==> config.mk <==
export PLATFORM = sky130hd
export DESIGN_NAME = vram_text_fetch_flat
export DESIGN_NICKNAME = d
export VERILOG_FILES = /design/src/rtl/vram_text_fetch_if.sv /design/src/rtl/vram_text_fetch.sv /design/src/flat_wrapper.sv
export SDC_FILE = /design/constraint.sdc
export NUM_CORES = 1
export LEC_CHECK = 0
export BUFFER_PORTS_ARGS = -buffer_cell sky130_fd_sc_hd__buf_2
export CAP_MARGIN = 10
export CELL_PAD_IN_SITES_DETAIL_PLACEMENT = 1
export CELL_PAD_IN_SITES_GLOBAL_PLACEMENT = 1
export CORE_UTILIZATION = 39
export DETAILED_ROUTE_END_ITERATION = 12
export GPL_ROUTABILITY_DRIVEN = 0
export GPL_TIMING_DRIVEN = 0
export PLACE_DENSITY_LB_ADDON = 0.15
export REMOVE_ABC_BUFFERS = 1
export SYNTH_ARGS = -nofsm -noshare
export SYNTH_HDL_FRONTEND = slang
export SYNTH_SLANG_ARGS = --single-unit
==> constraint.sdc <==
create_clock -name clk -period 2.8 [get_ports clk]
set_input_delay 0.84 -clock clk [delete_from_list [all_inputs] [get_ports clk]]
set_output_delay 0.84 -clock clk [all_outputs]
set_load 0.02 [all_outputs]
==> src/rtl/vram_text_fetch_if.sv <==
// VRAM read port and character-cell output stream of vram_text_fetch.
// Cursor signals exist only when VRAM_FETCH_CURSOR_EN is defined.
interface vram_text_fetch_if;
    logic        vram_en;
    logic        vram_we;
    logic [14:0] vram_addr;
    logic [7:0]  vram_din;
    logic [7:0]  vram_dout;
    logic        cell_valid;
    logic        cell_ready;
    logic [15:0] cell_data;
`ifdef VRAM_FETCH_CURSOR_EN
    logic        cell_cursor;
    logic [14:0] cursor_addr;

    modport master (
        output vram_en, vram_we, vram_addr, vram_din,
        input  vram_dout,
        output cell_valid, cell_data, cell_cursor,
        input  cell_ready, cursor_addr
    );

    modport slave (
        input  vram_en, vram_we, vram_addr, vram_din,
        output vram_dout,
        input  cell_valid, cell_data, cell_cursor,
        output cell_ready, cursor_addr
    );
`else
    modport master (
        output vram_en, vram_we, vram_addr, vram_din,
        input  vram_dout,
        output cell_valid, cell_data,
        input  cell_ready
    );

    modport slave (
        input  vram_en, vram_we, vram_addr, vram_din,
        output vram_dout,
        input  cell_valid, cell_data,
        output cell_ready
    );
`endif
endinterface

==> src/rtl/vram_text_fetch.sv <==
// Text-mode cell fetcher: reads {char, attr} byte pairs from VRAM into a 2-entry FWFT FIFO.
// Optional feature macro VRAM_FETCH_CURSOR_EN adds a per-cell cursor flag.
module vram_text_fetch #(
    parameter int VRAM_WORDS = 8192
) (
    input  logic              clk,
    input  logic              reset_n,
    input  logic              start,
    input  logic [14:0]       start_addr,
    input  logic [7:0]        cell_count,
    input  logic              abort,
    output logic              busy,
    output logic              done,
    vram_text_fetch_if.master bus
);
    localparam logic [14:0] ADDR_MASK = 15'(VRAM_WORDS - 1);
`ifdef VRAM_FETCH_CURSOR_EN
    localparam int ENTRY_W = 17;
`else
    localparam int ENTRY_W = 16;
`endif

    typedef enum logic [1:0] {
        ST_IDLE = 2'd0,
        ST_CHAR = 2'd1,
        ST_ATTR = 2'd2,
        ST_PUSH = 2'd3
    } state_t;

    state_t             state_r, state_s;
    logic [14:0]        ptr_r, ptr_s;
    logic [7:0]         rem_r, rem_s;
    logic [7:0]         char_r, char_s;
    logic               done_r, done_s;
    logic               busy_r;
    logic               vram_en_r, vram_en_s;
    logic [14:0]        vram_addr_r, vram_addr_s;
    logic               push_s, pop_s;
    logic [1:0]         occ_r, occ_s;
    logic               valid_r;
    logic [ENTRY_W-1:0] head_r, head_s, tail_r, tail_s, entry_s;

`ifdef VRAM_FETCH_CURSOR_EN
    logic               cur_flag_r;

    // Cursor match is taken when the char read is issued, so it travels with that cell.
    always_ff @(posedge clk or negedge reset_n) begin
        if (!reset_n) begin
            cur_flag_r <= 1'b0;
        end else if (state_r == ST_CHAR && occ_r < 2'd2) begin
            cur_flag_r <= (ptr_r == (bus.cursor_addr & ADDR_MASK));
        end else begin
            cur_flag_r <= cur_flag_r;
        end
    end

    assign entry_s         = {cur_flag_r, bus.vram_dout, char_r};
    assign bus.cell_cursor = head_r[16];
`else
    assign entry_s         = {bus.vram_dout, char_r};
`endif

    // FSM next state, pointer/count bookkeeping and FIFO push request.
    always_comb begin
        state_s = state_r;
        ptr_s   = ptr_r;
        rem_s   = rem_r;
        char_s  = char_r;
        done_s  = 1'b0;
        push_s  = 1'b0;
        if (abort) begin
            state_s = ST_IDLE;
        end else begin
            case (state_r)
                ST_IDLE: begin
                    if (start) begin
                        ptr_s = start_addr & ADDR_MASK;
                        rem_s = cell_count;
                        if (cell_count != 8'd0) begin
                            state_s = ST_CHAR;
                        end else begin
                            done_s = 1'b1;
                        end
                    end else begin
                        state_s = ST_IDLE;
                    end
                end
                ST_CHAR: begin
                    if (occ_r < 2'd2) begin
                        state_s = ST_ATTR;
                    end else begin
                        state_s = ST_CHAR;
                    end
                end
                ST_ATTR: begin
                    char_s  = bus.vram_dout;
                    state_s = ST_PUSH;
                end
                ST_PUSH: begin
                    push_s = 1'b1;
                    ptr_s  = (ptr_r + 15'd2) & ADDR_MASK;
                    rem_s  = rem_r - 8'd1;
                    if (rem_r == 8'd1) begin
                        state_s = ST_IDLE;
                        done_s  = 1'b1;
                    end else begin
                        state_s = ST_CHAR;
                    end
                end
                default: begin
                    state_s = ST_IDLE;
                end
            endcase
        end
    end

    // Two-entry shift FIFO: head is always the presented cell.
    always_comb begin
        occ_s  = occ_r;
        head_s = head_r;
        tail_s = tail_r;
        pop_s  = (occ_r != 2'd0) && bus.cell_ready;
        case ({push_s, pop_s})
            2'b10: begin
                if (occ_r == 2'd0) begin
                    head_s = entry_s;
                    occ_s  = 2'd1;
                end else begin
                    tail_s = entry_s;
                    occ_s  = 2'd2;
                end
            end
            2'b01: begin
                if (occ_r == 2'd2) begin
                    head_s = tail_r;
                    occ_s  = 2'd1;
                end else begin
                    occ_s  = 2'd0;
                end
            end
            2'b11: begin
                if (occ_r == 2'd2) begin
                    head_s = tail_r;
                    tail_s = entry_s;
                end else begin
                    head_s = entry_s;
                end
            end
            default: begin
                occ_s = occ_r;
            end
        endcase
        if (abort) begin
            occ_s = 2'd0;
        end else begin
            occ_s = occ_s;
        end
    end

    // Read port is registered one cycle ahead: it reflects what the next state will issue.
    always_comb begin
        vram_en_s   = 1'b0;
        vram_addr_s = ptr_s;
        case (state_s)
            ST_CHAR: begin
                vram_en_s = (occ_s < 2'd2);
            end
            ST_ATTR: begin
                vram_en_s   = 1'b1;
                vram_addr_s = (ptr_s + 15'd1) & ADDR_MASK;
            end
            default: begin
                vram_en_s = 1'b0;
            end
        endcase
    end

    // Control state, datapath and registered outputs.
    always_ff @(posedge clk or negedge reset_n) begin
        if (!reset_n) begin
            state_r     <= ST_IDLE;
            ptr_r       <= 15'd0;
            rem_r       <= 8'd0;
            char_r      <= 8'd0;
            done_r      <= 1'b0;
            busy_r      <= 1'b0;
            vram_en_r   <= 1'b0;
            vram_addr_r <= 15'd0;
        end else begin
            state_r     <= state_s;
            ptr_r       <= ptr_s;
            rem_r       <= rem_s;
            char_r      <= char_s;
            done_r      <= done_s;
            busy_r      <= (state_s != ST_IDLE);
            vram_en_r   <= vram_en_s;
            vram_addr_r <= vram_addr_s;
        end
    end

    // FIFO storage and valid flag.
    always_ff @(posedge clk or negedge reset_n) begin
        if (!reset_n) begin
            occ_r   <= 2'd0;
            valid_r <= 1'b0;
            head_r  <= '0;
            tail_r  <= '0;
        end else begin
            occ_r   <= occ_s;
            valid_r <= (occ_s != 2'd0);
            head_r  <= head_s;
            tail_r  <= tail_s;
        end
    end

    assign busy           = busy_r;
    assign done           = done_r;
    assign bus.vram_en    = vram_en_r;
    assign bus.vram_addr  = vram_addr_r;
    assign bus.vram_we    = 1'b0;
    assign bus.vram_din   = 8'h00;
    assign bus.cell_valid = valid_r;
    assign bus.cell_data  = head_r[15:0];
endmodule

==> src/flat_wrapper.sv <==
// flat-port wrapper written by rule: the top's interface ports become plain ports
module vram_text_fetch_flat 
#(
    parameter int VRAM_WORDS = 8192
)
  (clk, reset_n, start, start_addr, cell_count, abort, busy, done, bus_vram_en, bus_vram_we, bus_vram_addr, bus_vram_din, bus_vram_dout, bus_cell_valid, bus_cell_data, bus_cell_ready);
  vram_text_fetch_if bus_i ();
  input  logic clk;
  input  logic reset_n;
  input  logic start;
  input  logic [14:0] start_addr;
  input  logic [7:0] cell_count;
  input  logic abort;
  output logic busy;
  output logic done;
  output wire logic [$bits(bus_i.vram_en)-1:0] bus_vram_en;
  output wire logic [$bits(bus_i.vram_we)-1:0] bus_vram_we;
  output wire logic [$bits(bus_i.vram_addr)-1:0] bus_vram_addr;
  output wire logic [$bits(bus_i.vram_din)-1:0] bus_vram_din;
  input wire logic [$bits(bus_i.vram_dout)-1:0] bus_vram_dout;
  output wire logic [$bits(bus_i.cell_valid)-1:0] bus_cell_valid;
  output wire logic [$bits(bus_i.cell_data)-1:0] bus_cell_data;
  input wire logic [$bits(bus_i.cell_ready)-1:0] bus_cell_ready;
  assign bus_vram_en = bus_i.vram_en;
  assign bus_vram_we = bus_i.vram_we;
  assign bus_vram_addr = bus_i.vram_addr;
  assign bus_vram_din = bus_i.vram_din;
  assign bus_i.vram_dout = bus_vram_dout;
  assign bus_cell_valid = bus_i.cell_valid;
  assign bus_cell_data = bus_i.cell_data;
  assign bus_i.cell_ready = bus_cell_ready;
  vram_text_fetch #(.VRAM_WORDS(VRAM_WORDS)) u_core (.clk(clk), .reset_n(reset_n), .start(start), .start_addr(start_addr), .cell_count(cell_count), .abort(abort), .busy(busy), .done(done), .bus(bus_i));
endmodule
==> run_results.csv <==
group,metric,value,unit
finish,syn2layout_area_growth,19.92,%
yosys,yosysTopAreaCell,"dfrtp_1",
clocking,cts_buffers,9,
clocking,clk-insertion-delay-late,0.36,ns
critical_path,critPathKind,"in -> reg",
yosys,post_synth.cell_area_avg,10.46,um2
yosys,synthCells,407,
global_routing,antenna_found_initial,0,
critical_path,path_cells,"buf_2 > nand2b_1 > inv_1 > ha_1 > a21oi_1 > o21ai_2 > mux2_2",
yosys,async_flop_share,100.0,%
sta,fin_ws,0.1225,ns
sta,finalClockSkew,0.01035,ns
critical_path,crit_family,"compound AO/OA/AOI/OAI gates",
clocking,cts-root-buf,"clkbuf_8",
yosys,synth-seq-area-share,50.54,%
route,antenna_left,0,
global_routing,grt.total_usage,19.50,%
clocking,clk_pin_slew_worst_paths,0.10,ns
die,core_area,10460,um2
clocking,cts_tree,"built",
sta,tightest_slew,0.9859,ns
finish,nets,532,
critical_path,crit_fanout,16,
place,io_buffers,68,
yosys,synth_edf_count,0,
yosys,synth.most_common_cell,"dfrtp_1",
die,dieArea,11340,um2
yosys,synthDistinctLibCells,53,
sta,period_share,95.63,%
route,dr_total_vias,3293,
flow_run,max_cap_viol_count,0,
route,avgRoutedWirePerCell,16.18,um
clocking,ctsLongestPathBuffers,2,
route,finalWirelength,10.05,mm
yosys,synth_top_area_share,50.54,%
finish,antennaDiodeCount,0,
critical_path,cp-end-kind,"flop",
power_and_ir_drop,power_density,659.0,nW/um2
place,pre_cts_slack,-0.7355,ns
sta,max_freq,373.5,MHz
power_and_ir_drop,p_leak,2.458,nW
route,via_per_inst,5.303,
finish,finalInstanceArea,5106,um2
place,hpwl,7.017,mm
critical_path,worstPathArrival,2.93,ns
global_routing,grt_first_pass_wirelength,17.28,mm
finish,postLayoutCoreUtil,48.80,%
run_status,status,"complete, no violations",
critical_path,cpPeakStageDelay,0.72,ns
critical_path,critPathLaunchType,"input port",
route,dr.pass1.iters,4,
yosys,synthTopCellsByArea,"dfrtp_1 (51%), mux2_2 (5.3%), ha_1 (4.7%), a21oi_1 (3.5%), a22oi_1 (3.0%)",
critical_path,path_depth,7,
sta,timing.final.crit_period,2.678,ns
yosys,synth_commonest_cells,"dfrtp_1 (86), nor2_1 (32), a21oi_1 (30)",
sta,slew_violations,0,
die,start_util,40.70,%
worst_hold_path,hp-class,"in -> async",
sta,max-slew-margin-rel,34.03,%
global_routing,grt_max_degree,61,
global_routing,grt_pass1_vias,3486,
yosys,yosys_most_used_dff,"dfrtp_1",
yosys,ys_warn_count,0,
route,drc,0,
sta,timing_hold_violations_final,0,
yosys,syn_area,4258,um2
die,die_height,106.5,um
power_and_ir_drop,ir_drop,0.0003052,V
global_routing,grt_remaining_overflow,0,
place,placed_area,4707,um2
critical_path,worst-path-buf-inv,2,
die,pin_count,80,
sta,rsz0062_at_grt,"no",
sta,whs,0.3850,ns
route,drt-initial-drc-count,89,
yosys,ys_ff_latch,86,
critical_path,required,3.05,ns
die,row_count,37,
critical_path,rr_worst_depth,11,
sta,finalSetupViolCount,0,
die,die_w,106.5,um
clocking,cts_htree_levels,3,
finish,drive_above_1_share,30.10,%
critical_path,crit_slowest_cell,"o21ai_2",
clocking,clock_sinks,86,
==> where the power goes <==
part	total (W)	internal (W)	switching [W]
logic	0.000845	0.000351	0.000494
registers	0.00166	0.00149	0.000170
clock network	0.000858	0.000378	0.000480
total	0.00336	0.00222	0.00114
==> worst paths after layout <==
check | start | to | slack (ns)
setup / recovery | abort | u_core.tail_r[5] | 0.12
hold / removal | reset_n | u_core.bus.cell_data[6] | 0.39
setup reg to reg | u_core.state_r[0] | u_core.bus.vram_addr[8] | 0.13
hold reg to reg | u_core.ptr_r[14] | u_core.ptr_r[14] | 0.48
max in group asynchronous | reset_n | u_core.char_r[0] | 1.79
min in group clk | u_core.ptr_r[14] | u_core.ptr_r[14] | 0.48
==> sequential cells by signal, indices dropped and copies added, names as in the netlist <==
register / cells
u_core.bus.cell_data: 16
u_core.tail_r: 16
u_core.bus.vram_addr: 15
u_core.ptr_r: 15
u_core.char_r: 8
u_core.rem_r: 8
u_core.occ_r: 2
u_core.state_r: 2
u_core.bus.cell_valid: 1
u_core.bus.vram_en: 1
u_core.busy: 1
u_core.done: 1
==> placed cells by master, fill, tap and decap left out, drive strengths merged, types with 16 or more instances in the layout <==
master   n
a21oi   30
a22oi   17
buf     82
dfrtp   86
ha      16
inv     19
mux2    26
nand2   27
nor2    32
o21ai   18
==> layer usage <==
layer,up-vias,GRT usage (%),wire length [um]
li1,1578,-,-
met1,1638,24.40,4528
met2,64,33.95,5061
met3,13,3.863,318
met4,0,5.773,140
met5,-,0,0
==> worst reg2reg max path, cell delays in order (launching register included) <==
cell and delay [ns]:
dfrtp_2 0.46, inv_4 0.09, ha_4 0.22, or2_4 0.29
or2_4 0.30, a221o_1 0.36, ha_2 0.21, nand2_2 0.09
nand4b_1 0.14, or2_1 0.18, nand2b_1 0.14, xnor2_1 0.13
==> area by class of cell <==
class | instances | area (um2)
Tap cell | 136 | 170.2
Timing Repair Buffer | 82 | 475.5
Clock inverter | 5 | 38.79
Fill cell | 1208 | 5356
Inverter | 17 | 68.82
Sequential cell | 86 | 2155
Clock buffer | 11 | 151.4
Multi-Input combinational cell | 284 | 2047
==> stage by stage <==
| stage | power [W] | TNS (ns) | instances |
|---|---|---|---|
| 6_report | 0.003365 | 0 | 621 |
| 5_1_grt | 0.003592 | 0 | 621 |
| 2_1_floorplan | 0.002191 | -1.087 | 387 |
| 4_1_cts | 0.003402 | 0 | 617 |
| 3_3_place_gp | 0.002450 | -35.26 | 591 |
| 3_5_place_dp | 0.002498 | -22.65 | 593 |
==> cell families (layout without fill, tap and decap cells) <==
family,after synthesis,count (layout),synth area share [%]
simple gates,123,123,15.40
mux,31,31,8.052
compound gates,93,93,13.90
other cells,1,9,0.08807
fa+ha+maj,16,16,4.702
buf+inv,45,115,4.848
flops,86,86,50.54
xor+xnor,12,12,2.468
==> timing repair <==
item / in CTS / in global routing
gates resized for setup: 17 / 15
pin swaps: 4 / 5
buffers inserted: 8 / 4
setup endpoints to repair: 49 / 31
hold buffers: 0 / 0
Note: power is estimated with default switching activity, not from simulation.
